### src/rtl/mux_2to1.sv
// Two-input WIDTH-bit selector: combinational output plus a registered copy
// carrying the captured select and a saturating count of select changes.
module mux_2to1 #(
  parameter int WIDTH = 4,
  parameter int CNT_W = 8
) (
  input  logic             clk,
  input  logic             rst_n,
  input  logic [WIDTH-1:0] a,
  input  logic [WIDTH-1:0] b,
  input  logic             sel,
  input  logic             en,
  output logic [WIDTH-1:0] out,
  output logic [WIDTH-1:0] out_q,
  output logic             sel_q,
  output logic             valid_q,
  output logic [CNT_W-1:0] sel_changes
);

  logic [WIDTH-1:0] r_out_q;
  logic             r_sel_q;
  logic             r_valid_q;
  logic [CNT_W-1:0] r_sel_changes;

  logic [WIDTH-1:0] w_mux;
  logic             w_sel_diff;
  logic             w_cnt_max;

  // Combinational path never sees clock, reset or enable.
  assign w_mux      = sel ? b : a;
  assign out        = w_mux;
  assign w_sel_diff = (sel != r_sel_q);
  assign w_cnt_max  = &r_sel_changes;

  always_ff @(posedge clk) begin
    if (!rst_n) begin
      r_out_q       <= '0;
      r_sel_q       <= 1'b0;
      r_valid_q     <= 1'b0;
      r_sel_changes <= '0;
    end else if (en) begin
      r_out_q   <= w_mux;
      r_sel_q   <= sel;
      r_valid_q <= 1'b1;
      // Counter saturates at all-ones rather than wrapping.
      if (w_sel_diff && !w_cnt_max) begin
        r_sel_changes <= r_sel_changes + 1'b1;
      end
    end else begin
      r_valid_q <= 1'b0;
    end
  end

  assign out_q       = r_out_q;
  assign sel_q       = r_sel_q;
  assign valid_q     = r_valid_q;
  assign sel_changes = r_sel_changes;

endmodule

### config.mk
export PLATFORM = sky130hd
export DESIGN_NAME = mux_2to1
export DESIGN_NICKNAME = d
export VERILOG_FILES = /design/src/rtl/mux_2to1.sv
export SDC_FILE = /design/constraint.sdc
export NUM_CORES = 1
export LEC_CHECK = 0
export CORE_MARGIN = 10
export CORE_UTILIZATION = 35
export CTS_CLUSTER_SIZE = 20
export DETAILED_ROUTE_END_ITERATION = 10
export PLACE_DENSITY = 0.77
export SETUP_SLACK_MARGIN = 0.2
export SYNTH_ARGS = -nofsm -noshare
export SYNTH_HDL_FRONTEND = slang
export SYNTH_SLANG_ARGS = --single-unit
export TNS_END_PERCENT = 10
### constraint.sdc
create_clock -name clk -period 1.34 [get_ports clk]
set_input_delay 0.402 -clock clk [delete_from_list [all_inputs] [get_ports clk]]
set_output_delay 0.402 -clock clk [all_outputs]
set_load 0.03 [all_outputs]
==> results.py <==
metrics = {
    "run_status": {
        "outcome": "complete, but fails checks",
        "violations": "setup timing",
    },
    "drt": {
        "first_pass_iters": 4,
        "routedWlPerCell_um": 17.4,
        "vias_per_cell": 5.10,
        "vias": 724,
        "drc": 0,
        "drt-total-wl_um": 2470,
        "first_iter_violations": 30,
        "postRouteAntennaNets": 0,
    },
    "worst_hold_path": {
        "min_path_type": "flip-flop to flip-flop",
        "hold_path_depth": 2,
    },
    "sta": {
        "tightest_slew_ns": 0.314,
        "slew_headroom_pct": 78.9,
        "slew_violations": 0,
        "hold_viol_final": 0,
        "fin_worst_skew_ns": 0.00509,
        "fin_crit_ns": 1.46,
        "hold_ws_ns": 0.520,
        "fmax_mhz": 687,
        "rsz0062_at_grt": "yes",
        "min_period_over_period_pct": 109,
        "fin_ws_ns": -0.116,
        "setup_viol": 13,
    },
    "placed_design": {
        "pre_cts_ws_ns": -1.03,
        "numPortBuffers": 29,
        "place.gp.congestion": 0.787,
        "dp.cells": 131,
        "dpl.hpwl_um": 1670,
    },
    "synthesis": {
        "yosysWarnings": 0,
        "yosys.area.top_type": "dfxtp_1",
        "ys_ff_latch": 14,
        "synth_mux_area_share_pct": 16.1,
        "syn_nets": 80,
        "synthAdderAreaFrac_pct": 1.92,
        "synth_xor_area_share_pct": 3.83,
        "synth_cell_types": 22,
        "ys_seq_area_share_pct": 42.9,
        "postSynthAreaPerCell_um2": 9.75,
        "netlist_area_um2": 653,
        "synthCells": 67,
        "synthSimpleGateAreaFrac_pct": 16.7,
        "synth_top_area_share_pct": 42.9,
        "synth_top_family_by_area": "simple AND/OR/NAND/NOR gates",
        "synth_compound_area_share_pct": 12.3,
        "netlist_top_cells_area": "dfxtp_1, mux2i_1, mux2_2",
    },
    "cells_and_area": {
        "final_common_cell": "buf_6",
        "area_growth_pct": 92.7,
        "final_cells": 142,
        "antenna_cells": 0,
        "final_cell_mix": "buf_6, buf_4, dfxtp_2",
        "fin_nets": 131,
        "drive_gt1_share_pct": 66.7,
    },
    "setup_path": {
        "arrival_ns": 1.67,
        "ff2ff_path_depth": 5,
        "crit_type": "flip-flop to flip-flop",
        "cp-end-kind": "flip-flop",
        "start_kind": "flip-flop",
        "r2r_slack_ns": -0.12,
        "path_max_fanout": 4,
        "crit_required_ns": 1.56,
    },
    "clock_tree": {
        "numCtsBuffers": 3,
        "tritoncts": "yes",
        "clockBufferDepth": 2,
        "clock_sinks": 14,
        "clkLatencyLatePin_ns": 0.29,
        "htreeDepth": 1,
        "holdBufCountCts": 0,
        "root_buffer": "clkbuf_4",
        "path_clk_slew_ns": 0.09,
    },
    "global_routing": {
        "grt_usage_pct": 12.7,
        "antenna_found_initial": 0,
        "grt_max_degree": 14,
        "grt_pass1_wl_um": 4030,
        "grt_overflow": 0,
        "grt_pass1_vias": 794,
    },
    "power_and_ir_drop": {
        "p_seq_share_pct": 43.1,
        "ir_worst_vdd_mv": 0.711,
        "switchingPower_w": 0.000302,
        "cellLeakagePower_nw": 0.547,
        "p_clk_share_pct": 30.2,
        "power.density_nw_per_um2": 829,
        "internal-power_w": 0.000742,
        "switching_share_pct": 29.0,
        "pwr-share-comb_pct": 26.8,
    },
    "die": {
        "die_h_um": 63.2,
        "die-area_um2": 3990,
        "ios": 30,
        "rows": 15,
        "coreArea_um2": 1750,
        "die_w_um": 63.2,
        "initial_core_util_pct": 37.4,
    },
    "job": {
        "drv_cap": 0,
    },
}
## cell families after synthesis
logic type	count (synthesis)
multiplexers	10
flip-flops	14
AND/OR/NAND/NOR	21
adder cells (fa/ha/maj)	1
buffers and inverters	6
XOR/XNOR	2
AO/OA/AOI/OAI	13
## worst paths after layout
check / startpoint / end
max: sel_changes[5] / sel_changes[7]
min: out_q[0] / out_q[0]
max reg2reg: sel_changes[5] / sel_changes[7]
min reg2reg: out_q[0] / out_q[0]
## per-stage QoR
stage               utilization, %  instance area [um^2]  TNS (ns)  total power [W]
CTS                           69.4                  1210    -0.665          0.00103
floorplan                        -                   683    -0.318         0.000583
global placement              59.4                  1040    -11.79         0.000683
global route                  72.1                  1260     -1.40          0.00109
finish                        72.1                  1260    -0.786          0.00104
detailed placement            59.4                  1040    -12.02         0.000690
## cells in the mapped netlist
cell type,n
nand2_1,2
o211ai_2,1
o31ai_1,3
nor2_1,7
o21ai_0,3
nand4_1,1
buf_4,1
xor2_2,1
or4_1,3
ha_1,1
or3_2,1
and2_1,1
mux2_2,4
xor2_1,1
clkbuf_1,1
dfxtp_1,14
nand3_1,4
mux2i_1,6
inv_1,2
buf_6,2
a21oi_1,6
or3_1,2
## per-layer routing
layer  part of all wire, %  wire length (um)  up-vias  global-route usage [%]
met5                     0                 0        -                       0
met4                   2.3                56        0                    5.19
met3                   6.3               156        6                    5.12
met2                    59              1450       20                    24.9
met1                    33               813      356                    11.0
li1                      -                 -      342                       -
## final cells by class
cell class | count | area [um^2]
clock buffers | 4 | 36.3
fillers | 133 | 487
well taps | 25 | 31.3
repair buffers | 49 | 462
multi-input cells | 48 | 413
inverters | 2 | 11.3
flip-flops and latches | 14 | 305
## power groups by stage
| stage | registers (W) | logic, W | clock network [W] |
|---|---|---|---|
| 2_1_floorplan | 0.000490 | 0.0000927 | 0 |
| 3_3_place_gp | 0.000453 | 0.000230 | 0 |
| 3_5_place_dp | 0.000455 | 0.000236 | 0 |
| 4_1_cts | 0.000450 | 0.000271 | 0.000314 |
| 5_1_grt | 0.000451 | 0.000296 | 0.000339 |
| 6_report | 0.000450 | 0.000279 | 0.000315 |
## registers in the layout (all words and copies together) (netlist names)
signal,flops
valid_q,1
sel_changes,8
sel_q,1
out_q,4
## worst max-delay path, stage by stage, from the launching register on
cell,delay [ns]
dfxtp_2,0.33
nand4_1,0.19
buf_4,0.16
o211ai_2,0.12
or4_4,0.44
a21oi_1,0.14
## timing repair
action	CTS	global route
setup buffers	3	3
pin swaps	7	8
gates cloned	1	0
gates resized for setup	93	13
setup endpoints to repair	30	31
(Power assumes the default switching activity.)
